--- src/rtl/weight_loader_pkg.sv ---
// Shared definitions for the weight RAM writer and reader: FSM encoding and
// address-width derivation.
package weight_loader_pkg;

  typedef enum logic [1:0] {
    IDLE  = 2'd0,
    LOAD  = 2'd1,
    WRITE = 2'd2,
    DONE  = 2'd3
  } wl_state_e;

  // ceil(log2(n)) but never below 1, so a single-entry dimension still gets
  // a legal one-bit index.
  function automatic int clog2_min1(input int n);
    return (n <= 1) ? 1 : $clog2(n);
  endfunction

endpackage

--- src/rtl/weight_col_packer.sv ---
// Column buffer: collects one weight per lane and presents them as a packed
// column word. Lane k holds row k of the column being assembled.
module weight_col_packer
  import weight_loader_pkg::*;
#(
  parameter int NROW     = 16,
  parameter int BITWIDTH = 18,
  localparam int LANE_W  = clog2_min1(NROW)
) (
  input  logic                               clk,
  input  logic                               reset,
  input  logic                               we,
  input  logic [LANE_W-1:0]                  lane,
  input  logic [BITWIDTH-1:0]                din,
  output logic [NROW-1:0][BITWIDTH-1:0]      word
);

  for (genvar k = 0; k < NROW; k++) begin : g_lane
    logic [BITWIDTH-1:0] q;

    // Capture din when this lane is the addressed one.
    always_ff @(posedge clk) begin
      if (reset)                               q <= '0;
      else if (we && (lane == LANE_W'(k)))     q <= din;
    end

    assign word[k] = q;
  end

endmodule

--- src/rtl/weight_loader.sv ---
// Streams a column-major weight matrix in one word at a time and writes it
// into the weight RAM one packed column per write strobe.
module weight_loader
  import weight_loader_pkg::*;
#(
  parameter int NROW     = 16,
  parameter int NCOL     = 16,
  parameter int BITWIDTH = 18,
  localparam int ADDR_BITWIDTH = clog2_min1(NCOL),
  localparam int ROW_BITWIDTH  = clog2_min1(NROW)
) (
  input  logic                         clk,
  input  logic                         reset,
  input  logic                         start,
  input  logic [BITWIDTH-1:0]          dataIn,
  input  logic                         inValid,
  output logic                         inReady,
  output logic                         wrEn,
  output logic [ADDR_BITWIDTH-1:0]     wrAddr,
  output logic [BITWIDTH*NROW-1:0]     wrData,
  output logic                         done
);

  localparam logic [ROW_BITWIDTH-1:0]  ROW_LAST = ROW_BITWIDTH'(NROW - 1);
  localparam logic [ADDR_BITWIDTH-1:0] COL_LAST = ADDR_BITWIDTH'(NCOL - 1);

  wl_state_e                     state_q, state_d;
  logic [ROW_BITWIDTH-1:0]       row_cnt;
  logic [ADDR_BITWIDTH-1:0]      col_cnt;
  logic                          xfer, row_last, col_last, go;
  logic [NROW-1:0][BITWIDTH-1:0] col_buf, col_word;

  logic                          wr_en_q;
  logic [ADDR_BITWIDTH-1:0]      wr_addr_q;
  logic [NROW-1:0][BITWIDTH-1:0] wr_data_q;

  assign inReady  = (state_q == LOAD);
  assign xfer     = inReady && inValid;
  assign row_last = (row_cnt == ROW_LAST);
  assign col_last = (col_cnt == COL_LAST);
  assign go       = start && ((state_q == IDLE) || (state_q == DONE));

  weight_col_packer #(
    .NROW     (NROW),
    .BITWIDTH (BITWIDTH)
  ) u_packer (
    .clk   (clk),
    .reset (reset),
    .we    (xfer),
    .lane  (row_cnt),
    .din   (dataIn),
    .word  (col_buf)
  );

  // The column is registered on the same edge that accepts its last word,
  // so that word is merged straight from dataIn into the top lane.
  always_comb begin
    col_word           = col_buf;
    col_word[NROW-1]   = dataIn;
  end

  // State register.
  always_ff @(posedge clk) begin
    if (reset) state_q <= IDLE;
    else       state_q <= state_d;
  end

  // Next-state logic; start is only honoured from IDLE or DONE.
  always_comb begin
    state_d = state_q;
    case (state_q)
      IDLE:    if (start) state_d = LOAD;
      LOAD:    if (xfer && row_last) state_d = WRITE;
      WRITE:   state_d = col_last ? DONE : LOAD;
      DONE:    if (start) state_d = LOAD;
      default: state_d = IDLE;
    endcase
  end

  // Row/column counters; neither wraps past its last index.
  always_ff @(posedge clk) begin
    if (reset) begin
      row_cnt <= '0;
      col_cnt <= '0;
    end else if (go) begin
      row_cnt <= '0;
      col_cnt <= '0;
    end else if (xfer) begin
      row_cnt <= row_last ? '0 : row_cnt + 1'b1;
    end else if ((state_q == WRITE) && !col_last) begin
      col_cnt <= col_cnt + 1'b1;
    end
  end

  // RAM write port: one-cycle strobe; address/data hold between strobes.
  always_ff @(posedge clk) begin
    if (reset) begin
      wr_en_q   <= 1'b0;
      wr_addr_q <= '0;
      wr_data_q <= '0;
    end else begin
      wr_en_q <= xfer && row_last;
      if (xfer && row_last) begin
        wr_addr_q <= col_cnt;
        wr_data_q <= col_word;
      end
    end
  end

  assign wrEn   = wr_en_q;
  assign wrAddr = wr_addr_q;
  assign wrData = wr_data_q;
  assign done   = (state_q == DONE);

endmodule
--- config.mk ---
export PLATFORM = sky130hd
export DESIGN_NAME = weight_loader
export DESIGN_NICKNAME = d
export VERILOG_FILES = /design/src/rtl/weight_loader_pkg.sv /design/src/rtl/weight_col_packer.sv /design/src/rtl/weight_loader.sv
export SDC_FILE = /design/constraint.sdc
export NUM_CORES = 1
export LEC_CHECK = 0
export ABC_AREA = 1
export CAP_MARGIN = 20
export CORE_ASPECT_RATIO = 0.8
export CORE_MARGIN = 5
export CORE_UTILIZATION = 40
export DETAILED_ROUTE_END_ITERATION = 12
export GPL_TIMING_DRIVEN = 0
export MAX_ROUTING_LAYER = met4
export SLEW_MARGIN = 20
export SYNTH_ARGS = -nofsm -noshare
export SYNTH_HDL_FRONTEND = slang
export SYNTH_SLANG_ARGS = --single-unit
--- constraint.sdc ---
create_clock -name clk -period 2.02 [get_ports clk]
set_input_delay 0.202 -clock clk [delete_from_list [all_inputs] [get_ports clk]]
set_output_delay 0.202 -clock clk [all_outputs]
set_load 0.02 [all_outputs]
[After elaboration in Yosys (flattened, before gate mapping)]
Cells that the tools add are included.
Storage, ports and cells
  input bits: 22
  flip-flop bits (word level): 573
  output and inout port bits: 295
Operators by class
  reductions and logical operators: 27
  bitwise logic cells: 1
  add/sub/neg operators: 2
  equality and inequality tests: 21
  multiplexer cells: 5
Operator list (count)
  4-bit equality test, second input constant: 9
  1-bit logical AND: 19
  4-bit by 3-bit equality test with 1-bit output, second input constant: 4
  4-bit by 1-bit adder with 4-bit output, second input constant: 2
  4-bit by 2-bit equality test with 1-bit output, second input constant: 2
  2-bit two-way mux: 3
  2-bit one-hot mux with 3 select lines: 1
  2-bit equality test, second input constant: 2
  4-bit by 1-bit equality test with 1-bit output, second input constant: 1
  4-bit zero test: 1
  4-bit two-way mux: 1
  2-bit by 1-bit != test with 1-bit output, second input constant: 2
  2-bit AND reduction: 2
  2-bit OR reduction: 2
  2-bit by 1-bit equality test with 1-bit output, second input constant: 1
  2-bit zero test: 1
  1-bit zero test: 1
  1-bit logical OR: 1
  1-bit inverter: 1

[Logic depth before layout (Yosys ltp)]
Gate-level depths: netlist of the first run.
  depth after elaboration: 5
  depth in mapped cells: 11
  depth with buffers taken out: 10

[Hierarchy]
Synthesis of the first run repeated with hierarchy kept, for this count alone.
Second synthesis, totals
  cell total of the unflattened synthesis: 3047
  area, all modules: 22216.3 um^2
By module, submodules not included
  weight_col_packer: times used 1, cells an instance 1698, sequential area each 5765.5 um^2, area an instance 11616.1 um^2
  weight_loader: times used 1, cells an instance 1349, sequential area each 6065.8 um^2, area an instance 10600.2 um^2

[Worst setup path before layout of the first run]
No wires, ideal clock.
  path type: reg-to-reg
  from: reg state_q[0]
  to: reg u_packer.g_lane[0].q[10]
  data arrival time: 1592 ps
  stages on the path, launching flop included: 10
  path slack: 312 ps
  cells stage by stage: dfxtp_1 > ha_1 > nand2_2 > inv_2 > nand2_1 > inv_2 > nand2_1 > clkbuf_1 > o21ai_0 > nor2_1
Between the ends
  word-level cells in the longest chain between the ends: 3
Ends and longest elaborated chain
  from (decl): line weight_loader.sv:27  | wl_state_e state_q, state_d;
  from (signal assigned): line weight_loader.sv:65  | else state_q <= state_d;
  2-bit by 1-bit equality test with 1-bit output: line weight_loader.sv:37  | assign inReady = (state_q == LOAD);
  named net inReady: line weight_loader.sv:17  | output logic inReady,
  1-bit logical AND: line weight_loader.sv:38  | assign xfer = inReady && inValid;
  1-bit logical AND: line weight_col_packer.sv:24  | else if (we && (lane == LANE_W'(k))) q <= din;
  to (signal assigned): line weight_col_packer.sv:24
  to (decl): line weight_col_packer.sv:19  | logic [BITWIDTH-1:0] q;
The timed path passes the listed nets, and every way through them passes these cells.
A chain may end at the register's enable or synchronous reset.

[Worst setup path after layout of the first run]
  from: reg state_q[0]
  to: reg u_packer.g_lane[5].q[9]
Between the ends
  word-level cells in the longest chain between the ends: 3
Ends and longest elaborated chain (line)
  2-bit by 1-bit equality test with 1-bit output: weight_loader.sv:37
  1-bit logical AND: weight_loader.sv:38
  1-bit logical AND: weight_col_packer.sv:24
  to (signal assigned): weight_col_packer.sv:24
  to (decl): weight_col_packer.sv:19
No other way between the ends.

==> results of run 1 <==
==> cells in the mapped netlist <==
| cell | count |
|---|---|
| o21ai_0 | 563 |
| nand3_1 | 7 |
| nand2_1 | 38 |
| nand4_1 | 1 |
| buf_6 | 6 |
| inv_1 | 51 |
| o21bai_1 | 1 |
| inv_2 | 18 |
| dfxtp_1 | 573 |
| nand3_2 | 1 |
| buf_2 | 38 |
| nor2_4 | 1 |
| ha_1 | 8 |
| or2_2 | 2 |
| nor3_1 | 1 |
| clkbuf_1 | 122 |
| nand2_2 | 1 |
| buf_1 | 1 |
| a21oi_1 | 82 |
| xor2_1 | 1 |
| nor2_1 | 986 |
| a211oi_1 | 1 |
| buf_4 | 9 |
==> power groups by stage <==
stage	sequential, W	clock (W)	combinational [W]
after global placement	0.0118	0	0.00104
after floorplan	0.0117	0	0.000633
after CTS	0.0115	0.0108	0.00108
after global routing	0.0115	0.0113	0.00123
after detailed placement	0.0118	0	0.00108
final	0.0115	0.0107	0.00113
==> critical path, delay by kind of cell (launching register included) <==
| kind | cells | cell delay (ps) |
|---|---|---|
| buffers and inverters | 3 | 500 |
| and+or+nand+nor | 4 | 470 |
| DFF | 1 | 390 |
| adders and majority gates | 1 | 270 |
| AOI/OAI and AO/OA | 1 | 180 |
==> layout make-up <==
class | count | area, um2 | share of cell area, %
well taps | 629 | 787 | 3.05
clock buffers | 77 | 1580 | 6.12
plain buffers | 175 | 831 | 3.22
flip-flops and latches | 573 | 11500 | 44.4
clock inverters | 25 | 284 | 1.10
inverters | 69 | 294 | 1.14
repair buffers | 318 | 3180 | 12.3
multi-input cells | 1694 | 7380 | 28.6
diodes | 1 | 2.50 | 0.00969
==> worst paths after layout <==
kind	cells past startpoint	slack (ps)	endpoint	from
hold / removal	2	290	state_q[0]$_SDFFE_PP0P_	reset
setup reg to reg	9	70	u_packer.g_lane[5].q[9]$_SDFFE_PP0P_	state_q[0]$_SDFFE_PP0P_
hold reg to reg	2	460	u_packer.g_lane[3].q[0]$_SDFFE_PP0P_	u_packer.g_lane[3].q[0]$_SDFFE_PP0P_
setup / recovery	9	70	u_packer.g_lane[5].q[9]$_SDFFE_PP0P_	state_q[0]$_SDFFE_PP0P_
==> state kept, by name, indices dropped and copies added (netlist names) <==
name / count
wrData: 288
u_packer.g_lane.q: 270
col_cnt: 4
row_cnt: 4
wrAddr: 4
state_q: 2
wrEn: 1
==> metrics by stage <==
step	power [W]	hold WS, ps
finish	0.0233	288
global route	0.0240	296
CTS	0.0234	256
detailed placement	0.0128	446
global placement	0.0128	440
floorplan	0.0124	271
==> cell families (layout without fill, tap and decap cells) <==
group	Yosys count	after routing
fa+ha+maj	8	8
other cells	0	1
buf+inv	245	664
xor+xnor	1	1
compound gates	647	647
simple gates	1038	1038
flops	573	573
==> what timing repair did <==
action / CTS / global route
pin swaps: 0 / 1
resized for setup: 22 / 98
endpoints found under the setup margin: 438 / 344
hold buffers: 0 / 0
setup buffers: 1 / 0
==> routing by layer <==
metal | up-vias | global-route usage (%) | part of all wire, %
met5 | - | - | 0
met4 | 0 | 6.70 | 2.4
met3 | 111 | 5.85 | 8.9
met2 | 636 | 37.3 | 44
met1 | 8598 | 33.5 | 45
li1 | 8844 | - | -
==> impl_table.tex, run 1 <==
\begin{tabular}{lr}
\hline
Metric & Value \\
\hline
\multicolumn{2}{l}{\textbf{Setup path}} \\
Cell type with the highest occurrence count on the critical path & inv\_4 \\
Crit path required time & 2510 ps \\
Max Fanout on Critical Path & 10 \\
Peak per-stage delay on the critical path & just under 400 ps \\
Worst setup path category & register to register \\
Critical path, cell by cell & ha\_2 > nand2\_4 > inv\_4 > nand2\_1 > inv\_4 > nand2\_2 > clkbuf\_2 > o21ai\_0 > nor2\_1 \\
Critical path's slowest cell & dfxtp\_1 \\
Type of element launching the critical path & register \\
Data arrival time of the critical path & approximately 2400 ps \\
Category of the worst setup path capture point & register \\
\multicolumn{2}{l}{\textbf{Synth}} \\
Syn Nets & $\sim$2.5k \\
Post-synthesis share of cell area spent on xor and xnor gates & less than 1\% \\
Synth Warn \# & 0 \\
Average footprint of a synthesized cell & 7.88 um2 \\
Compound-Gate Fraction of Synth Area & roughly 16\% \\
Number of register bits inferred by synthesis & between 500 and 600 \\
Cell area after synthesis & 0.0198 mm2 \\
Number of library cell types mapped by synthesis & 23 \\
Fraction of synthesized area in multiplexers & 0\% \\
Main combinational cell family by area after synthesis & simple AND/OR/NAND/NOR gates \\
Cell type with the largest total area after synthesis & dfxtp\_1 \\
Mapped Cells & 2512 \\
Area fraction in and, or, nand and nor cells after synthesis & 19.8\% \\
Cells taking the most area after synthesis & dfxtp\_1 58\%, nor2\_1 19\%, o21ai\_0 14\% \\
Post-synthesis adder-cell area fraction & less than 1\% \\
Yosys top cell area share & 57.9\% \\
Proportion of synthesized chip area in sequential cells & slightly below 60\% \\
\multicolumn{2}{l}{\textbf{Clock network}} \\
Number of CTS-inserted buffers & 56 \\
Clock tree from TritonCTS & built \\
H-tree depth reported by CTS & 2 \\
Clock Sink Count & between 500 and 600 \\
Insertion delay to the later sink of the worst-skew pair & 610 ps \\
Buffer levels on the longest clock path & 3 \\
Cell at the root of the clock tree & clkbuf\_16 \\
Clock-pin slew of the registers on the worst-case setup and hold paths & 60 ps \\
\multicolumn{2}{l}{\textbf{GRT}} \\
Global-route wire length before repair & 101000 um \\
Overflow left after global routing & 0 \\
Vias in the first global route & 17.0k \\
Pin count of the biggest net entering global routing & 20 \\
Antenna violations before repair & 6 \\
Overall track demand over capacity in global routing & 24.7\% \\
\multicolumn{2}{l}{\textbf{Layout}} \\
Area growth from synthesis to layout & 30.4\% \\
Commonest non-fill, non-tap cell in the layout & nor2\_1 \\
Fraction of layout cells with a size suffix above 1 & 7.61\% \\
Count of nets after finishing & just under 3k \\
Final core utilization & 53.1\% \\
Post-route non-filler standard cell count & roughly 3.6k \\
Final Cell Area & 0.0258 mm2 \\
Number of inserted filler cells in the final layout & 4591 \\
Commonest cells after routing, fill and taps aside & 982 x nor2\_1, 571 x dfxtp\_1, 547 x o21ai\_0 \\
\multicolumn{2}{l}{\textbf{Floorplan}} \\
Die span in x & 259 um \\
Count of standard-cell rows & 72 \\
Initial standard-cell utilization of the core & 40.7\% \\
Vert. Die Dim & 209 um \\
Die area & 0.0541 mm2 \\
Number of primary I/O pins & around 320 \\
Area inside the core boundary & 0.0486 mm2 \\
\multicolumn{2}{l}{\textbf{Detailed routing}} \\
Total vias in the final route & 18.2k \\
Residual DRC count & 0 \\
Count of routing violations after the opening detailed-route iteration & 1445 \\
Number of detailed-route iterations in the first pass & 5 \\
Wirelength per Cell & roughly 19 um \\
DR vias/cell & 5.11 \\
Detail Route Antenna Nets & 0 \\
Routed wire length & 67800 um \\
\multicolumn{2}{l}{\textbf{STA}} \\
Max-Slew Margin vs Limit & 15.2\% \\
Setup skew after layout & 14.5 ps \\
Fmax & between 500 and 600 MHz \\
Number of pins with negative max-slew slack in the final report & 0 \\
Final critical path time including I/O delays and setup & 1950 ps \\
Portion of the clock cycle consumed by the worst path in the final layout & 96.3\% \\
Setup-violating endpoint count in the final report & 0 \\
Final-report hold violation count & 0 \\
Transition at the pin with the smallest max-transition slack & around 1300 ps \\
Fin Setup TNS & 0 ps \\
Post-route worst setup slack & 74.9 ps \\
\multicolumn{2}{l}{\textbf{Placed design}} \\
Instance area after placement & 0.0238 mm2 \\
Number of buffer cells added on primary ports & between 300 and 400 \\
Number of cells in the design after placement & 3458 \\
Dpl ws & -672 ps \\
Final weighted congestion in routability-driven placement & 0.855 \\
Dpl hpwl & 48100 um \\
\multicolumn{2}{l}{\textbf{Pwr}} \\
Cell internal power dissipation & 0.0180 W \\
Pwr dens & about 900 mW/mm2 \\
Standby leakage power & 10.7 nW \\
Sw Share & 22.8\% \\
Switching power & 0.00532 W \\
Clock network power share & 45.7\% \\
Part of the total power dissipated in combinational logic & around 4.8\% \\
Reg power frac & around half \\
Worst voltage drop across the vdd grid & 0.000743 V \\
\multicolumn{2}{l}{\textbf{Hold path}} \\
Type of the tightest min-delay check & primary input to register \\
\multicolumn{2}{l}{\textbf{Flow run}} \\
Reported max-cap violation count & 0 \\
\multicolumn{2}{l}{\textbf{Run status}} \\
Result of the run & finished clean \\
\hline
\end{tabular}
Note: power is estimated with default switching activity, not from simulation.
==> run 2, diff against run 1 <==
--- a/config.mk
+++ b/config.mk
@@ -8,3 +8,3 @@
 export ABC_AREA = 1
-export CAP_MARGIN = 20
+export CAP_MARGIN = 5
 export CORE_ASPECT_RATIO = 0.8
--- a/constraint.sdc
+++ b/constraint.sdc
@@ -3,2 +3,2 @@
 set_output_delay 0.202 -clock clk [all_outputs]
-set_load 0.02 [all_outputs]
+set_load 0.1 [all_outputs]
==> impl_table.tex, run 2 (synthesis results as in run 1) <==
\begin{tabular}{lr}
\hline
Metric & Value \\
\hline
\multicolumn{2}{l}{\textbf{Setup path}} \\
Start of the worst register-to-register path & row\_cnt[2]\$\_SDFFE\_PP0P\_ \\
Worst setup path category & register to primary output \\
Launching instance or port of the critical path & wrData[210]\$\_SDFFE\_PP0P\_ \\
Crit path required time & between 1500 and 2000 ps \\
Peak per-stage delay on the critical path & 870 ps \\
Cell class contributing the biggest share of worst-path delay & buffers and inverters \\
End point of the critical path & wrData[210] \\
Category of the worst setup path capture point & primary output \\
Worst path depth & 1 \\
Critical path's slowest cell & dlygate4sd2\_1 \\
Max Fanout on Critical Path & 2 \\
Data arrival time of the critical path & 1800 ps \\
Type of element launching the critical path & register \\
Register-to-register path setup slack & 100 ps \\
Number of cells on the worst reg-to-reg path & 5 \\
Worst R2R End & u\_packer.g\_lane[3].q[16]\$\_SDFFE\_PP0P\_ \\
Buffer and inverter count on the worst path & 1 \\
Critical path, cell by cell & dlygate4sd2\_1 \\
\multicolumn{2}{l}{\textbf{Placed design}} \\
Final weighted congestion in routability-driven placement & 0.864 \\
Dpl hpwl & $\sim$48000 um \\
Instance area after placement & $\sim$0.024 mm2 \\
Number of buffer cells added on primary ports & 316 \\
\multicolumn{2}{l}{\textbf{Clock network}} \\
Clock-pin slew of the registers on the worst-case setup and hold paths & 60 ps \\
Number of CTS-inserted buffers & 56 \\
Cell at the root of the clock tree & clkbuf\_16 \\
Buffer levels on the longest clock path & 3 \\
Clock tree from TritonCTS & built \\
H-tree depth reported by CTS & 2 \\
Insertion delay to the later sink of the worst-skew pair & 620 ps \\
Post-CTS Hold Buffers & 0 \\
Clock Sink Count & 573 \\
\multicolumn{2}{l}{\textbf{Flow run}} \\
Reported max-cap violation count & 0 \\
\multicolumn{2}{l}{\textbf{STA}} \\
Portion of the clock cycle consumed by the worst path in the final layout & 98.9\% \\
Final hold slack & 300 ps \\
Number of pins with negative max-slew slack in the final report & 0 \\
Max-Slew Margin vs Limit & 19.3\% \\
Setup-violating endpoint count in the final report & 0 \\
Fin Setup TNS & 0 ps \\
Final-report hold violation count & 0 \\
Final critical path time including I/O delays and setup & 2000 ps \\
Transition at the pin with the smallest max-transition slack & 1210 ps \\
Setup skew after layout & 15.3 ps \\
Fmax & roughly 500 MHz \\
\multicolumn{2}{l}{\textbf{Floorplan}} \\
Area inside the core boundary & 0.0486 mm2 \\
Die area & 0.0541 mm2 \\
Initial standard-cell utilization of the core & about two fifths \\
Die span in x & between 200 and 300 um \\
Count of standard-cell rows & 72 \\
Number of primary I/O pins & 317 \\
Vert. Die Dim & 209 um \\
\multicolumn{2}{l}{\textbf{Hold path}} \\
Type of the tightest min-delay check & primary input to register \\
Worst Min Path Start & reset \\
\multicolumn{2}{l}{\textbf{Pwr}} \\
Worst voltage drop across the vdd grid & 0.000751 V \\
Total chip power & 0.0236 W \\
Pwr dens & 917 mW/mm2 \\
Standby leakage power & 11.1 nW \\
\multicolumn{2}{l}{\textbf{GRT}} \\
Antenna violations before repair & 5 \\
Global-route wire length before repair & 103000 um \\
Overall track demand over capacity in global routing & 25.0\% \\
Vias in the first global route & 17.3k \\
Pin count of the biggest net entering global routing & 20 \\
Overflow left after global routing & 0 \\
\multicolumn{2}{l}{\textbf{Layout}} \\
Area taken by flip-flops and latches & 0.0115 mm2 \\
Flip-flop count of the largest register after layout & 288 \\
Number of inserted filler cells in the final layout & 4608 \\
Count of nets after finishing & 2919 \\
Area growth from synthesis to layout & 30.0\% \\
Fraction of layout cells with a size suffix above 1 & 16.0\% \\
Commonest non-fill, non-tap cell in the layout & nor2\_1 \\
Commonest cells after routing, fill and taps aside & 983 x nor2\_1, 573 x dfxtp\_1, 551 x o21ai\_0 \\
Area used by multi-input combinational logic & 0.00740 mm2 \\
Final Cell Area & 0.0257 mm2 \\
\multicolumn{2}{l}{\textbf{Detailed routing}} \\
Routed wire length & 68100 um \\
Number of detailed-route iterations in the first pass & 6 \\
Count of routing violations after the opening detailed-route iteration & 1581 \\
Total vias in the final route & between 15k and 20k \\
Wirelength per Cell & 19.1 um \\
Detail Route Antenna Nets & 0 \\
Residual DRC count & 0 \\
DR vias/cell & around 5.1 \\
\multicolumn{2}{l}{\textbf{Run status}} \\
Result of the run & finished clean \\
\hline
\end{tabular}
[run 2: cell types whose count changed in the layout (fill, tap and decap cells not counted), moves of 9 or more]
cell             change
clkdlybuf4s15_2    +154
clkdlybuf4s15_1     +56
clkbuf_1            -10
clkbuf_2            +83
clkbuf_8             +9
clkdlybuf4s50_1    -293
[run 2: per-layer routing]
metal / track usage, % / routed length, um / vias to the layer above
li1: - / - / 8847
met1: 34.6 / 30900 / 8566
met2: 37.5 / 29700 / 672
met3: 5.30 / 5750 / 120
met4: 6.76 / 1720 / 0
met5: - / 0 / -
[run 2: cell type report]
cell class                 count  share of cell area, %
antenna                        3                 0.0292
buffer                       174                   3.25
clock buffer                  84                   6.68
clock inverter                22                  0.889
inverter                      69                   1.15
multi-input combinational   1694                   28.7
sequential                   573                   44.6
tap                          629                   3.06
timing repair buffer         321                   11.7
[run 2: power by group]
group | internal, W | total (W) | leakage [nW] | switching [W]
clock | 0.00639 | 0.0109 | 0.966 | 0.00452
sequential | 0.0114 | 0.0115 | 4.62 | 0.0000878
combinational | 0.000321 | 0.00119 | 5.52 | 0.000870
total | 0.0181 | 0.0236 | 11.1 | 0.00548
[run 2: repair_timing]
| action | CTS | global route |
|---|---|---|
| setup buffers | 4 | 0 |
| setup endpoints to repair | 653 | 526 |
| pin swaps | 1 | 1 |
| gates resized for setup | 758 | 191 |
[run 2: metrics by stage]
| step | setup slack, ps | cells | utilization [%] |
|---|---|---|---|
| final | 21.3 | 3569 | 52.9 |
| after global routing | -13.0 | 3566 | 52.9 |
| after CTS | -101 | 3566 | 53.3 |
| after detailed placement | -687 | 3457 | 48.8 |
| after global placement | -654 | 3457 | 48.8 |
| after floorplan | 3.54 | 2512 | - |
[run 2: worst min-delay path by stage]
stage | endpoint | slack [ps] | cells after the start
2_1_floorplan | state_q[0]$_SDFFE_PP0P_ | 270 | 1
3_3_place_gp | wrData[71]$_SDFFE_PP0P_ | 440 | 2
3_5_place_dp | u_packer.g_lane[3].q[15]$_SDFFE_PP0P_ | 450 | 2
4_1_cts | wrEn$_SDFF_PP0_ | 250 | 2
5_1_grt | state_q[0]$_SDFFE_PP0P_ | 280 | 2
6_report | state_q[0]$_SDFFE_PP0P_ | 300 | 2
==> run 3, diff against run 2 <==
==> constraint.sdc (replaced) <==
create_clock -name clk -period 2.02 [get_ports clk]
set_input_delay 0.404 -clock clk [delete_from_list [all_inputs] [get_ports clk]]
set_output_delay 0.404 -clock clk [all_outputs]
set_load 0.1 [all_outputs]
==> impl_table.tex, run 3 (synthesis results as in run 1) <==
\begin{tabular}{lr}
\hline
Metric & Value \\
\hline
\multicolumn{2}{l}{\textbf{Setup path}} \\
Worst setup path category & primary input to register \\
Start of the worst register-to-register path & state\_q[0]\$\_SDFFE\_PP0P\_ \\
Max Fanout on Critical Path & 10 \\
Critical path, cell by cell & clkdlybuf4s50\_1 > clkdlybuf4s15\_1 > o21ai\_0 > nor2\_1 \\
Type of element launching the critical path & primary input \\
Critical path's slowest cell & clkdlybuf4s15\_1 \\
Category of the worst setup path capture point & register \\
Peak per-stage delay on the critical path & 940 ps \\
Data arrival time of the critical path & 2600 ps \\
Launching instance or port of the critical path & dataIn[15] \\
Crit path required time & 2560 ps \\
\multicolumn{2}{l}{\textbf{STA}} \\
Portion of the clock cycle consumed by the worst path in the final layout & 102\% \\
Setup repair after global routing missed its margin & yes \\
Final critical path time including I/O delays and setup & 2060 ps \\
Setup-violating endpoint count in the final report & 10 \\
Max-Slew Margin vs Limit & 21.9\% \\
Setup skew after layout & 16.7 ps \\
Final-report hold violation count & 0 \\
Transition at the pin with the smallest max-transition slack & 1170 ps \\
Fin Setup TNS & -214 ps \\
Number of pins with negative max-slew slack in the final report & 0 \\
Post-route worst setup slack & -38.3 ps \\
Fmax & 486 MHz \\
\multicolumn{2}{l}{\textbf{Layout}} \\
Count of nets after finishing & between 2k and 3k \\
Fraction of layout cells with a size suffix above 1 & 18.2\% \\
Area growth from synthesis to layout & 32.7\% \\
Number of inserted filler cells in the final layout & 4585 \\
Commonest non-fill, non-tap cell in the layout & nor2\_1 \\
Area taken by flip-flops and latches & 0.0115 mm2 \\
Area used by multi-input combinational logic & 0.00741 mm2 \\
Final core utilization & 54.0\% \\
Flip-flop count of the largest register after layout & roughly 290 \\
Commonest cells after routing, fill and taps aside & 982 x nor2\_1, 573 x dfxtp\_1, 546 x o21ai\_0 \\
\multicolumn{2}{l}{\textbf{Floorplan}} \\
Initial standard-cell utilization of the core & 40.7\% \\
Area inside the core boundary & 0.0486 mm2 \\
Number of primary I/O pins & 317 \\
Count of standard-cell rows & 72 \\
Die span in x & approximately 260 um \\
Vert. Die Dim & 209 um \\
Die area & 0.0541 mm2 \\
\multicolumn{2}{l}{\textbf{Clock network}} \\
Insertion delay to the later sink of the worst-skew pair & 620 ps \\
Clock Sink Count & 573 \\
H-tree depth reported by CTS & 2 \\
Buffer levels on the longest clock path & 3 \\
Cell at the root of the clock tree & clkbuf\_16 \\
Number of CTS-inserted buffers & 56 \\
Clock-pin slew of the registers on the worst-case setup and hold paths & around 60 ps \\
Clock tree from TritonCTS & built \\
\multicolumn{2}{l}{\textbf{GRT}} \\
Overflow left after global routing & 0 \\
Vias in the first global route & 17.3k \\
Global-route wire length before repair & 103000 um \\
Antenna violations before repair & 5 \\
Overall track demand over capacity in global routing & 25.0\% \\
Pin count of the biggest net entering global routing & 20 \\
\multicolumn{2}{l}{\textbf{Flow run}} \\
Reported max-cap violation count & 0 \\
\multicolumn{2}{l}{\textbf{Placed design}} \\
Dpl hpwl & 47600 um \\
Final weighted congestion in routability-driven placement & roughly 0.86 \\
Number of buffer cells added on primary ports & 316 \\
\multicolumn{2}{l}{\textbf{Detailed routing}} \\
Residual DRC count & 0 \\
Total vias in the final route & 18.2k \\
Count of routing violations after the opening detailed-route iteration & between 1.5k and 2k \\
DR vias/cell & 5.11 \\
Routed wire length & between 60000 and 70000 um \\
Detail Route Antenna Nets & 0 \\
Number of detailed-route iterations in the first pass & 6 \\
Wirelength per Cell & 19.1 um \\
\multicolumn{2}{l}{\textbf{Hold path}} \\
Worst Min Path Start & u\_packer.g\_lane[11].q[17]\$\_SDFFE\_PP0P\_ \\
Type of the tightest min-delay check & register to register \\
\multicolumn{2}{l}{\textbf{Pwr}} \\
Pwr dens & 899 mW/mm2 \\
Worst voltage drop across the vdd grid & between 0.0007 and 0.0008 V \\
Standby leakage power & approximately 11 nW \\
\multicolumn{2}{l}{\textbf{Run status}} \\
Failing checks & negative setup slack \\
Result of the run & complete, but fails checks \\
\hline
\end{tabular}
-- run 3: cell count changes in the layout (fill, tap and decap cells not counted), moves of 2 or more --
cell / before / now
buf_2: 44 / 47
buf_4: 13 / 15
clkbuf_1: 91 / 87
clkbuf_2: 106 / 34
clkdlybuf4s15_1: 56 / 1
clkdlybuf4s15_2: 154 / 273
clkdlybuf4s18_2: 1 / 13
dlygate4sd2_1: 6 / 0
o21ai_0: 551 / 546
o21ai_1: 12 / 17
-- run 3: area by class of cell --
cell class                 count  share of cell area (%)
tap                          629                    3.00
multi-input combinational   1694                    28.2
buffer                       174                    3.23
inverter                      69                    1.13
timing repair buffer         321                    13.3
clock buffer                  84                    6.54
clock inverter                22                   0.872
sequential                   573                    43.7
antenna                        2                  0.0190
-- run 3: what timing repair did --
item / 4_1_cts / 5_1_grt
hold buffers: 0 / 0
pin swaps: 1 / 2
resized for setup: 950 / 106
setup buffers: 4 / 1
setup endpoints to repair: 656 / 427
-- run 3: report_power, final --
part | leakage [nW] | switching [W] | internal, W | total (W)
Combinational | 5.41 | 0.000872 | 0.000331 | 0.00120
Clock | 0.966 | 0.00451 | 0.00639 | 0.0109
Sequential | 4.62 | 0.0000883 | 0.0114 | 0.0115
Total | 11.0 | 0.00547 | 0.0181 | 0.0236
-- run 3: per-stage QoR --
step	hold WS, ps	total power (W)	setup slack, ps	area, um2	std cells
after detailed placement	450	0.0129	-889	23800	3457
after CTS	454	0.0237	-9.84	26100	3566
after floorplan	430	0.0124	3.54	19800	2512
after global placement	440	0.0129	-856	23800	3457
after global routing	478	0.0244	-7.72	26300	3566
final	460	0.0236	-38.3	26300	3568
-- run 3: worst paths after layout --
| path | depth (start not counted) | endpoint | slack [ps] |
|---|---|---|---|
| worst max-delay path | 4 | u_packer.g_lane[1].q[15]$_SDFFE_PP0P_ | -40 |
| worst min register to register | 2 | u_packer.g_lane[11].q[17]$_SDFFE_PP0P_ | 460 |
| worst min-delay path | 2 | u_packer.g_lane[11].q[17]$_SDFFE_PP0P_ | 460 |
| worst max register to register | 9 | u_packer.g_lane[14].q[16]$_SDFFE_PP0P_ | 100 |
-- run 3: worst max-delay path, delay by kind of cell --
kind,cells,cell delay (ps)
buffers and inverters,2,1850
and+or+nand+nor,1,120
AOI/OAI and AO/OA,1,220
-- run 3: routing by layer --
metal	wire [um]	vias to the layer above	part of all wire, %	track usage [%]
li1	-	8856	-	-
met1	30400	8595	45	34.6
met2	29800	664	44	37.6
met3	5970	128	8.8	5.30
met4	1820	0	2.7	6.70
met5	0	-	0	-
